[config.mk]
export PLATFORM = sky130hd
export DESIGN_NAME = axi_rd_arbiter
export DESIGN_NICKNAME = d
export VERILOG_FILES = /design/src/rtl/axi_rd_arbiter.sv
export SDC_FILE = /design/constraint.sdc
export NUM_CORES = 1
export LEC_CHECK = 0
export BUFFER_PORTS_ARGS = -buffer_cell sky130_fd_sc_hd__buf_4
export CORE_AREA = 2 2 99 101
export DETAILED_ROUTE_END_ITERATION = 10
export DIE_AREA = 0 0 101 103
export HOLD_SLACK_MARGIN = 0.12
export PLACE_DENSITY = 0.73
export SETUP_SLACK_MARGIN = 0.02
export SLEW_MARGIN = 20
export SYNTH_ARGS = -nofsm -noshare
export SYNTH_HDL_FRONTEND = slang
export SYNTH_SLANG_ARGS = --single-unit
[constraint.sdc]
create_clock -name S_AXI_ACLK -period 4.5 [get_ports S_AXI_ACLK]
set_clock_uncertainty 0.15 [all_clocks]
set_input_delay 0.9 -clock S_AXI_ACLK [delete_from_list [all_inputs] [get_ports S_AXI_ACLK]]
set_output_delay 0.9 -clock S_AXI_ACLK [all_outputs]
set_load 0.1 [all_outputs]
[src/rtl/axi_rd_arbiter.sv]
`default_nettype none
// ============================================================================
// Module      : axi_rd_arbiter
// Description : Two-master AXI4 read-channel arbiter in front of one shared
//               read slave. The shared slave is granted round-robin, one whole
//               burst at a time. The AR request is registered and forwarded.
//               R beats go back to the granted master until RLAST. A beat
//               counter checks where RLAST lands and raises a sticky
//               protocol-error flag when it is misplaced.
// Ports       : S_AXI_ACLK / S_AXI_ARESET    - clock, async active-high reset
//               S0_AXI_AR* / S1_AXI_AR*      - upstream read-address channels
//               S0_AXI_R*  / S1_AXI_R*       - upstream read-data channels
//               M_AXI_AR*  / M_AXI_R*        - shared downstream slave
//               o_grant                      - current / most recent grant
//               o_busy                       - arbiter not idle
//               o_proto_err                  - sticky RLAST placement error
// Revision    : 1.0 - initial release
// ============================================================================
module axi_rd_arbiter #(
    parameter int C_AXI_ID_WIDTH   = 2,
    parameter int C_AXI_ADDR_WIDTH = 32,
    parameter int C_AXI_DATA_WIDTH = 32
) (
    input  logic                        S_AXI_ACLK,
    input  logic                        S_AXI_ARESET,
    // Master 0
    input  logic                        S0_AXI_ARVALID,
    output logic                        S0_AXI_ARREADY,
    input  logic [C_AXI_ID_WIDTH-1:0]   S0_AXI_ARID,
    input  logic [C_AXI_ADDR_WIDTH-1:0] S0_AXI_ARADDR,
    input  logic [7:0]                  S0_AXI_ARLEN,
    output logic                        S0_AXI_RVALID,
    input  logic                        S0_AXI_RREADY,
    output logic [C_AXI_ID_WIDTH-1:0]   S0_AXI_RID,
    output logic [C_AXI_DATA_WIDTH-1:0] S0_AXI_RDATA,
    output logic [1:0]                  S0_AXI_RRESP,
    output logic                        S0_AXI_RLAST,
    // Master 1
    input  logic                        S1_AXI_ARVALID,
    output logic                        S1_AXI_ARREADY,
    input  logic [C_AXI_ID_WIDTH-1:0]   S1_AXI_ARID,
    input  logic [C_AXI_ADDR_WIDTH-1:0] S1_AXI_ARADDR,
    input  logic [7:0]                  S1_AXI_ARLEN,
    output logic                        S1_AXI_RVALID,
    input  logic                        S1_AXI_RREADY,
    output logic [C_AXI_ID_WIDTH-1:0]   S1_AXI_RID,
    output logic [C_AXI_DATA_WIDTH-1:0] S1_AXI_RDATA,
    output logic [1:0]                  S1_AXI_RRESP,
    output logic                        S1_AXI_RLAST,
    // Shared slave
    output logic                        M_AXI_ARVALID,
    input  logic                        M_AXI_ARREADY,
    output logic [C_AXI_ID_WIDTH-1:0]   M_AXI_ARID,
    output logic [C_AXI_ADDR_WIDTH-1:0] M_AXI_ARADDR,
    output logic [7:0]                  M_AXI_ARLEN,
    input  logic                        M_AXI_RVALID,
    output logic                        M_AXI_RREADY,
    input  logic [C_AXI_ID_WIDTH-1:0]   M_AXI_RID,
    input  logic [C_AXI_DATA_WIDTH-1:0] M_AXI_RDATA,
    input  logic [1:0]                  M_AXI_RRESP,
    input  logic                        M_AXI_RLAST,
    // Status
    output logic                        o_grant,
    output logic                        o_busy,
    output logic                        o_proto_err
);

    typedef enum logic [1:0] {
        S_IDLE = 2'd0,
        S_ADDR = 2'd1,
        S_DATA = 2'd2
    } state_t;

    state_t                        r_state;
    state_t                        w_state_nxt;

    logic                          r_grant;
    logic                          r_arvalid;
    logic [C_AXI_ID_WIDTH-1:0]     r_arid;
    logic [C_AXI_ADDR_WIDTH-1:0]   r_araddr;
    logic [7:0]                    r_arlen;
    logic [8:0]                    r_cnt;
    logic                          r_err;

    logic                          w_chosen;
    logic                          w_ar_hs;
    logic                          w_beat;
    logic                          w_s0_arready;
    logic                          w_s1_arready;
    logic                          w_s0_rvalid;
    logic                          w_s1_rvalid;
    logic                          w_m_rready;
    logic [C_AXI_ID_WIDTH-1:0]     w_sel_id;
    logic [C_AXI_ADDR_WIDTH-1:0]   w_sel_addr;
    logic [7:0]                    w_sel_len;
    logic                          w_last_early;
    logic                          w_last_missing;

    // A lone requester wins outright; with both requesting the master that
    // did not hold the last grant wins.
    assign w_chosen   = (S0_AXI_ARVALID && S1_AXI_ARVALID) ? ~r_grant : S1_AXI_ARVALID;
    assign w_sel_id   = w_chosen ? S1_AXI_ARID   : S0_AXI_ARID;
    assign w_sel_addr = w_chosen ? S1_AXI_ARADDR : S0_AXI_ARADDR;
    assign w_sel_len  = w_chosen ? S1_AXI_ARLEN  : S0_AXI_ARLEN;

    assign w_beat = M_AXI_RVALID && w_m_rready;

    // Count is 9 bits so that the beat after ARLEN=255 never aliases to 0.
    assign w_last_early   = M_AXI_RLAST  && (r_cnt != {1'b0, r_arlen});
    assign w_last_missing = !M_AXI_RLAST && (r_cnt == {1'b0, r_arlen});

    // ---------------------------------------------------------------- FSM
    always_ff @(posedge S_AXI_ACLK or posedge S_AXI_ARESET) begin
        if (S_AXI_ARESET) begin
            r_state <= S_IDLE;
        end else begin
            r_state <= w_state_nxt;
        end
    end

    always_comb begin
        w_state_nxt  = r_state;
        w_ar_hs      = 1'b0;
        w_s0_arready = 1'b0;
        w_s1_arready = 1'b0;
        w_s0_rvalid  = 1'b0;
        w_s1_rvalid  = 1'b0;
        w_m_rready   = 1'b0;
        // Handshake outputs are forced low while reset is held so nothing
        // is accepted or forwarded during an abandoned burst.
        if (!S_AXI_ARESET) begin
            case (r_state)
                S_IDLE: begin
                    w_s0_arready = ~w_chosen;
                    w_s1_arready = w_chosen;
                    w_ar_hs      = w_chosen ? S1_AXI_ARVALID : S0_AXI_ARVALID;
                    if (w_ar_hs) begin
                        w_state_nxt = S_ADDR;
                    end
                end
                S_ADDR: begin
                    if (M_AXI_ARREADY) begin
                        w_state_nxt = S_DATA;
                    end
                end
                S_DATA: begin
                    w_s0_rvalid = M_AXI_RVALID && !r_grant;
                    w_s1_rvalid = M_AXI_RVALID &&  r_grant;
                    w_m_rready  = r_grant ? S1_AXI_RREADY : S0_AXI_RREADY;
                    if (M_AXI_RVALID && w_m_rready && M_AXI_RLAST) begin
                        w_state_nxt = S_IDLE;
                    end
                end
                default: begin
                    w_state_nxt = S_IDLE;
                end
            endcase
        end
    end

    // ------------------------------------------------------------ datapath
    always_ff @(posedge S_AXI_ACLK or posedge S_AXI_ARESET) begin
        if (S_AXI_ARESET) begin
            r_grant   <= 1'b1;  // master 0 wins the first contested round
            r_arvalid <= 1'b0;
            r_arid    <= '0;
            r_araddr  <= '0;
            r_arlen   <= '0;
            r_cnt     <= '0;
            r_err     <= 1'b0;
        end else begin
            if (w_ar_hs) begin
                r_arid    <= w_sel_id;
                r_araddr  <= w_sel_addr;
                r_arlen   <= w_sel_len;
                r_grant   <= w_chosen;
                r_cnt     <= '0;
                r_arvalid <= 1'b1;
            end else if ((r_state == S_ADDR) && M_AXI_ARREADY) begin
                r_arvalid <= 1'b0;
            end

            if (w_beat) begin
                r_cnt <= r_cnt + 9'd1;
                if (w_last_early || w_last_missing) begin
                    r_err <= 1'b1;
                end
            end

            // A beat with no burst outstanding is a slave protocol violation.
            if (M_AXI_RVALID && (r_state != S_DATA)) begin
                r_err <= 1'b1;
            end
        end
    end

    // ------------------------------------------------------------- outputs
    assign S0_AXI_ARREADY = w_s0_arready;
    assign S1_AXI_ARREADY = w_s1_arready;
    assign S0_AXI_RVALID  = w_s0_rvalid;
    assign S1_AXI_RVALID  = w_s1_rvalid;
    assign M_AXI_RREADY   = w_m_rready;

    assign S0_AXI_RID     = M_AXI_RID;
    assign S0_AXI_RDATA   = M_AXI_RDATA;
    assign S0_AXI_RRESP   = M_AXI_RRESP;
    assign S0_AXI_RLAST   = M_AXI_RLAST;
    assign S1_AXI_RID     = M_AXI_RID;
    assign S1_AXI_RDATA   = M_AXI_RDATA;
    assign S1_AXI_RRESP   = M_AXI_RRESP;
    assign S1_AXI_RLAST   = M_AXI_RLAST;

    assign M_AXI_ARVALID  = r_arvalid;
    assign M_AXI_ARID     = r_arid;
    assign M_AXI_ARADDR   = r_araddr;
    assign M_AXI_ARLEN    = r_arlen;

    assign o_grant        = r_grant;
    assign o_busy         = (r_state != S_IDLE);
    assign o_proto_err    = r_err;

endmodule
`default_nettype wire

==> Word level (Yosys, flattened, before mapping) <==
Cells that the tools add are included.
W data, S select, Z words.
{ "op_classes": {"n_mux": 29, "n_addsub": 1, "multipliers": 0, "eq_ne": 8, "reduce_logical": 21, "n_shift": 0, "n_div": 0, "n_lt_le_gt_ge": 0, "bitwise_logic": 3} }
{ "ops": {"columns": ["op", "count"], "rows": [
  ["$mux W32", 1],
  ["$mux W1", 20],
  ["$mux W9", 2],
  ["$logic_and A1 B1 Y1", 10],
  ["$reduce_bool A2 Y1", 5],
  ["$add A9 B1 Y9 const B", 1],
  ["$eq A9 B8 Y1", 1],
  ["$ne A9 B8 Y1", 1],
  ["$mux W2", 4],
  ["$mux W8", 1],
  ["$ne A2 B2 Y1 const B", 4],
  ["$pmux W2 S3", 1],
  ["$reduce_and A4 Y1", 1],
  ["$not A1 Y1", 3],
  ["$eq A2 B1 Y1 const B", 1],
  ["$eq A2 B2 Y1 const B", 1],
  ["$logic_not A1 Y1", 2],
  ["$logic_not A2 Y1", 1],
  ["$reduce_and A2 Y1", 1],
  ["$logic_or A1 B1 Y1", 1]
]} }
{ "word_totals": {"in_bits": 129, "mem_count": 0, "mem_bits_rw": 0, "latch_bits": 0, "romBits": 0, "wordCells": 70, "register_bits": 56} }

==> Longest topological paths before layout <==
Gate-level depths: netlist of the first run.
{ "depth": {"depth_word": 7, "depth_mapped": 6, "depth_no_buf": 5} }

==> Least setup slack after synthesis of the first run <==
OpenSTA, ideal clock, no wires.
{ "synth_timing": {"path_type": "register -> output", "startpoint": "register r_grant, in the netlist o_grant", "endpoint": "output S0_AXI_ARREADY", "stages_incl_launch_ff": 5, "path_slack_ps": -44, "t_arrival_ps": 3494, "n_path_buf": 2, "path_cell_list": "dfstp_2 a21boi_0 buf_2 buf_2 nor3_1"} }
{ "synth_via": {"elab_chain_cells": 5} }
{ "synth_lines": {"columns": ["element", "line", "rtl"], "rows": [
  ["start: declaration", "77", "logic r_grant;"],
  ["start signal: assignment", "176", "r_grant <= w_chosen;"],
  ["$not A1 Y1", "101", "assign w_chosen = (S0_AXI_ARVALID && S1_AXI_ARVALID) ? ~r_grant : S1_AXI_ARVALID;"],
  ["$mux W1", "101", null],
  ["$not A1 Y1", "134", "w_s0_arready = ~w_chosen;"],
  ["$mux W1", "132", "case (r_state)"],
  ["$mux W1", "131", "if (!S_AXI_ARESET) begin"],
  ["end: declaration", "28", "output logic S0_AXI_ARREADY,"]
]} }
Every way passes these cells.

==> Final worst setup path of the first run <==
{ "layout_timing": {"startpoint": "input S_AXI_ARESET", "endpoint": "output S1_AXI_RVALID"} }
{ "layout_via": {"elab_chain_cells": 1} }
{ "layout_lines": {"columns": ["element", "line", "rtl"], "rows": [
  ["start: declaration", "25", "input logic S_AXI_ARESET,"],
  ["$mux W1", "131", null],
  ["end: declaration", "44", "output logic S1_AXI_RVALID,"]
]} }
Every way passes these cells.

==> impl_metrics.ini, run 1 <==
[die]
die_w_um = 101
fp.coreArea_um2 = 9460
rows = 36
die_area_um2 = 10400
start_util_pct = 35.5
io-pin-count = 254
die_h_um = 103

[global_routing]
grtUsageTotal_pct = 13.9
grt_pass1_vias = 2388
grt_max_degree = 57
globalRoute.totalOverflow = 0
antenna_found_initial = 0
grt_pass1_wl_um = 11500
met3_usage_pct = 3.59
use_met1_pct = 17.4
top_usage_layer = met2
grtUsageMet2_pct = 23.3

[worst_hold_path]
hold_path_class = flip-flop to flip-flop

[clocking]
clockBufferDepth = 2
cts_buffers = 5
ctsRootBufferMaster = clkbuf_8
post-cts-setup-buffers = 0
path_clk_slew_ns = 0.10
htree_num_levels = 2
cts.sinks = 56
cts_tree = done
clock_latency_ns = 0.30
cts_hold_buf = 0
cts_resized = 0

[routing]
via_count = 2484
drt_wl_total_um = 7200
post_drt_wl_per_cell_um = 13.6
drt-initial-drc-count = 46
drtAntennaViolNets = 0
vias_per_cell = 4.69
drc_errors = 0
drt_first_pass_iters = 4

[yosys]
synth_nets = 481
synthCells = 351
syn_area_um2 = 3360
synth_top_area_share_pct = 41.0
seq_area_frac_synth_pct = 41.8
synth.most_common_cell = buf_4
async_flop_share_pct = 100
ys.flop_type = dfrtp_1
synthTopCellsByCount = buf_4, dfrtp_1, nand2_1, mux2i_1, o21ai_0
synth.largest_area_cell = dfrtp_1
yosysUniqueCellTypes = 44
synthTopCellsByArea = dfrtp_1, buf_4, mux2i_1, o21ai_0, nand2_1
synth.avg_cell_area_um2 = 9.57
yosys_warnings = 0
synth-seq-cells = 56
synth-edff-count = 0

[critical_path]
cp-end-kind = primary output
critical_path_arrival_ns = 1.91
required_ns = 3.45
start_kind = primary input
path_max_fanout = 8
crit_type = primary input to primary output
r2r_cells = 5
cp-startpoint = S_AXI_ARESET
rr_startpoint = r_state[1]$_DFFE_PP0P_
reg2reg_slack_ns = 2.40
cp-endpoint = S1_AXI_RVALID
timing.rr.end = r_cnt[2]$_DFFE_PP0P_

[timing]
hold_viol_final = 0
min_period_ns = 2.96
maxSlewHeadroom_pct = 51.2
setup_viol_count_final = 0
drv_slew = 0
rsz0062_at_grt = no
tightest_slew_ns = 0.729
fin_tns_setup_ns = 0
period_share_pct = 65.7
max_freq_mhz = 338

[layout]
antenna_cells = 0
fin_cells = 530
drive_above_1_share_pct = 39.9
syn2layout_area_growth_pct = 22.0
seq_area_um2 = 1400
nNetsFinal = 545
nFillCells = 946
multiInputGateArea_um2 = 1340

[job]
max_cap_viol_count = 0

[power]
power_frac_comb_pct = 66.9
power_switching_mw = 2.13
internal_power_mw = 1.31
switching_share_pct = 61.9
clockPowerShare_pct = 8.2
pwr_density_cell_nw_per_um2 = 839
irDropWorstVdd_mv = 0.471
power.leakage_nw = 2.07
seq_power_share_pct = 25.0

[outcome]
status = finished clean

[placement]
finalWeightedCongestion = 0.843
dp.cells = 522
dp_hpwl_um = 5710
portBuffers = 145
-- state kept, by name, summed over array words and instances, names as in the netlist --
signal / flops
M_AXI_ARLEN: 8
o_proto_err: 1
M_AXI_ARVALID: 1
M_AXI_ARID: 2
o_grant: 1
r_cnt: 9
M_AXI_ARADDR: 32
r_state: 2
-- worst min path at each step --
stage                                 start                      endpoint  slack [ns]  depth (start not counted)
2_1_floorplan          r_cnt[8]$_DFFE_PP0P_          r_cnt[8]$_DFFE_PP0P_        0.30                          1
3_3_place_gp   M_AXI_ARADDR[15]$_DFFE_PP0P_  M_AXI_ARADDR[15]$_DFFE_PP0P_        0.31                          2
3_5_place_dp    M_AXI_ARADDR[9]$_DFFE_PP0P_   M_AXI_ARADDR[9]$_DFFE_PP0P_        0.32                          2
4_1_cts         M_AXI_ARADDR[9]$_DFFE_PP0P_   M_AXI_ARADDR[9]$_DFFE_PP0P_        0.34                          2
5_1_grt        M_AXI_ARADDR[17]$_DFFE_PP0P_  M_AXI_ARADDR[17]$_DFFE_PP0P_        0.36                          2
6_report       M_AXI_ARADDR[28]$_DFFE_PP0P_  M_AXI_ARADDR[28]$_DFFE_PP0P_        0.34                          2
-- routing by layer --
metal  up-vias  wire [µm]
li1       1242          -
met1      1126       2960
met2       108       3620
met3         8        531
met4         0         81
met5         -          0
-- logic make-up after synthesis --
family / synth area share [%]
fa+ha+maj: 0.373
simple gates: 11.7
buf+inv: 19.2
flops: 41.8
compound gates: 9.80
xor+xnor: 2.09
mux: 15.1
-- worst max-delay path: stages --
cell,delay [ns]
buf_4,0.14
nand4bb_1,0.37
nor2_1,0.18
buf_4,0.31
-- layout make-up --
class	instances	share of cell area, %
Multi-Input combinational cell	201	32.7
Tap cell	114	3.48
Inverter	3	0.275
Clock buffer	8	2.20
Sequential cell	56	34.2
Timing Repair Buffer	148	27.1
-- power by group through the flow --
stage          combinational [mW]  clock [mW]  sequential [mW]
2_1_floorplan               0.768           0             2.20
3_5_place_dp                 2.32           0            0.871
4_1_cts                      2.32       0.295            0.864
3_3_place_gp                 2.30           0            0.862
6_report                     2.30       0.281            0.859
5_1_grt                      2.40       0.317            0.890
-- layout by cell type (no fill, tap or decap), types with 2 or more instances in the layout --
master,instances
buf_4,148
dfrtp_1,55
nand2_1,50
mux2i_1,48
o21ai_0,44
xor2_1,8
nor2_1,6
clkbuf_8,6
nor3_1,5
a21oi_1,4
nand3_1,3
nor3_2,2
or3_1,2
nand4_1,2
inv_1,2
clkbuf_1,2
-- through the flow --
step                hold slack, ns  setup WS, ns  cell area (µm²)  util [%]  power [mW]
finish                       0.338          1.54             4100      43.3        3.44
global route                 0.361          1.49             4100      43.3        3.61
CTS                          0.344          1.55             4100      43.3        3.48
detailed placement           0.321          1.55             4010      42.4        3.19
global placement             0.314          1.57             4010      42.4        3.16
floorplan                    0.305         0.280             3360         -        2.97
(Power assumes the default switching activity.)
==> run 2, diff against run 1 <==
--- a/config.mk
+++ b/config.mk
@@ -5,12 +5,13 @@
 export SDC_FILE = /design/constraint.sdc
 export NUM_CORES = 1
 export LEC_CHECK = 0
+export ABC_AREA = 1
 export BUFFER_PORTS_ARGS = -buffer_cell sky130_fd_sc_hd__buf_4
-export CORE_AREA = 2 2 99 101
+export CORE_AREA = 2 2 98 100
 export DETAILED_ROUTE_END_ITERATION = 10
-export DIE_AREA = 0 0 101 103
+export DIE_AREA = 0 0 100 102
 export HOLD_SLACK_MARGIN = 0.12
-export PLACE_DENSITY = 0.73
+export PLACE_DENSITY = 0.75
 export SETUP_SLACK_MARGIN = 0.02
 export SLEW_MARGIN = 20
 export SYNTH_ARGS = -nofsm -noshare
==> constraint.sdc (replaced) <==
create_clock -name S_AXI_ACLK -period 3 [get_ports S_AXI_ACLK]
set_clock_uncertainty 0.15 [all_clocks]
set_input_delay 0.6 -clock S_AXI_ACLK [delete_from_list [all_inputs] [get_ports S_AXI_ACLK]]
set_output_delay 0.6 -clock S_AXI_ACLK [all_outputs]
set_load 0.1 [all_outputs]
==> run 2 against run 1 <==
  * Synthesized area is 1.7% higher
  * Core utilization rose by 2.3 points
  * Cell count rose by 18%
  * Register-to-register slack worse by 1.4 ns
  * Highest routed layer unchanged
  * Sequential share of layout area down 0.46 points
  * Critical endpoint is now S0_AXI_ARREADY
  * Largest cell class unchanged
==> impl_metrics.ini, run 2 <==
[worst_hold_path]
hold_path_class = flip-flop to flip-flop

[job]
max_cap_viol_count = 0

[routing]
vias_per_cell = 4.79
post_drt_wl_per_cell_um = 13.4
drt_wl_total_um = 8400
drt-initial-drc-count = 83
drt_first_pass_iters = 4
drc_errors = 0
via_count = 3011
drtAntennaViolNets = 0

[global_routing]
globalRoute.totalOverflow = 0
grt_pass1_vias = 2806
grt_max_degree = 58
grtUsageTotal_pct = 16.2
antenna_found_initial = 0
grt_pass1_wl_um = 13300

[layout]
antenna_cells = 0
utilization_pct = 45.6
syn2layout_area_growth_pct = 21.6
largest_reg_flops = 32
nNetsFinal = 646
fin_cells = 628
final_cell_mix = buf_4, nand2_1, nor2_1
layout_commonest_cell = buf_4
drive_above_1_share_pct = 32.9

[timing]
min_period_ns = 2.44
maxSlewHeadroom_pct = 53.3
hold_viol_final = 0
max_freq_mhz = 410
fin_tns_setup_ns = 0
holdWs_ns = 0.334
period_share_pct = 81.3
tightest_slew_ns = 0.700
rsz0062_at_grt = no
drv_slew = 0
setup_viol_count_final = 0

[power]
switching_share_pct = 62.9
internal_power_mw = 2.04
power_switching_mw = 3.47
clockPowerShare_pct = 7.4
irDropWorstVdd_mv = 0.946
seq_power_share_pct = 23.8
total_power_mw = 5.51
power_frac_comb_pct = 68.8
power.leakage_nw = 2.06
pwr_density_cell_nw_per_um2 = 1330

[critical_path]
cp_slowest_stage_delay_ns = 0.59
critical_path_arrival_ns = 1.69
start_kind = flip-flop
critPathTopFamily = flip-flops
path_buf_inv = 2
cp_cell_sequence = nand2_1, nand2_4, inv_2, nor2_4, buf_4
cp-end-kind = primary output
critPathSlowestCell = dfstp_2
crit_type = flip-flop to primary output
path_max_fanout = 22
required_ns = 2.25

[die]
die_h_um = 102
die_w_um = 100
rows = 35
die_area_um2 = 10200
fp.coreArea_um2 = 9110
io-pin-count = 254
start_util_pct = 37.5

[yosys]
ys.flop_type = dfrtp_1
seq_area_frac_synth_pct = 41.1
synth-seq-cells = 56
synthXorXnorAreaFrac_pct = 0.769
synthTopCellsByCount = nand2_1, buf_4, nor2_1, dfrtp_1, a31oi_1
synth_top_area_share_pct = 40.3
synth.most_common_cell = nand2_1
synthMuxAreaShare_pct = 0
async_flop_share_pct = 100
yosys_warnings = 0
syn_area_um2 = 3420
synthTopCellsByArea = dfrtp_1, buf_4, nand2_1, a31oi_1, nor2_1
synth_compound_area_share_pct = 11.4
synth.largest_area_cell = dfrtp_1
synth.avg_cell_area_um2 = 7.59
yosys.area_share.adder_pct = 0.366
synth_top_family_by_area = simple AND/OR/NAND/NOR gates
synth_nets = 580
yosysUniqueCellTypes = 29
synth-simple-area-share_pct = 23.8
synthCells = 450
synth-edff-count = 0

[clocking]
post-cts-setup-buffers = 0
cts_hold_buf = 0
clockBufferDepth = 2
cts_tree = done
ctsRootBufferMaster = clkbuf_8
htree_num_levels = 2
cts_resized = 0
clock_latency_ns = 0.29
cts.sinks = 56
path_clk_slew_ns = 0.09
cts_buffers = 5

[placement]
dp_hpwl_um = 6700
dp.cells = 620
portBuffers = 145
finalWeightedCongestion = 0.863

[outcome]
status = finished clean
[run 2: cell types whose count changed in the layout (fill, tap and decap cells not counted), sizes merged, moves of 9 or more]
cell   change
inv       +27
a31oi     +41
nand3      +9
o21ai     -43
mux2i     -49
nand2     +75
nor2      +54
[run 2: cell families (layout without fill, tap and decap cells)]
family / count (synthesis) / count (layout)
xor gates and xnor gates: 3 / 3
AOI/OAI and AO/OA: 62 / 62
and+or+nand+nor: 205 / 205
buffers and inverters: 123 / 190
adders and majority gates: 1 / 1
DFF: 56 / 56
[run 2: layer usage]
metal | part of all wire, % | vias to the layer above | global-route usage [%]
li1 | - | 1497 | -
met1 | 41 | 1355 | 20.8
met2 | 50 | 155 | 27.9
met3 | 8.2 | 4 | 4.51
met4 | 0.45 | 0 | 2.63
met5 | 0 | - | 0
[run 2: stage by stage]
| stage | setup WS (ns) | cell area [µm²] |
|---|---|---|
| after floorplan | -0.0723 | 3450 |
| after global placement | 0.788 | 4060 |
| after detailed placement | 0.767 | 4060 |
| after CTS | 0.538 | 4150 |
| after global routing | 0.454 | 4150 |
| final | 0.561 | 4150 |
[run 2: worst min-delay path, cell delays in order, from the launching register on]
cell,delay (ns)
dfrtp_1,0.36
a21oi_1,0.04
nand2_1,0.06
[run 2: final timing paths]
check | start | end | slack, ns | cells past startpoint
worst min register to register | o_proto_err$_DFFE_PP0P_ | o_proto_err$_DFFE_PP0P_ | 0.33 | 2
max in group asynchronous | S_AXI_ARESET | r_cnt[5]$_DFFE_PP0P_ | 1.84 | 3
worst max-delay path | o_grant$_DFFE_PP1P_ | S0_AXI_ARREADY | 0.56 | 5
min in group asynchronous | S_AXI_ARESET | o_proto_err$_DFFE_PP0P_ | 0.39 | 3
worst min-delay path | o_proto_err$_DFFE_PP0P_ | o_proto_err$_DFFE_PP0P_ | 0.33 | 2
worst max register to register | o_grant$_DFFE_PP1P_ | r_cnt[3]$_DFFE_PP0P_ | 1.03 | 7
[run 2: final cells by class]
type	count	area, µm²
inverter	32	124
fill	911	4960
clock buffer	8	90.1
sequential	56	1400
tap	111	139
multi-input combinational	271	1270
timing repair buffer	150	1130
[run 2: power by group through the flow]
| stage | Combinational, mW | Clock [mW] | Sequential [mW] |
|---|---|---|---|
| global route | 3.98 | 0.457 | 1.37 |
| floorplan | 1.33 | 0 | 3.42 |
| finish | 3.79 | 0.406 | 1.31 |
| global placement | 3.78 | 0 | 1.32 |
| detailed placement | 3.82 | 0 | 1.32 |
| CTS | 3.81 | 0.431 | 1.32 |
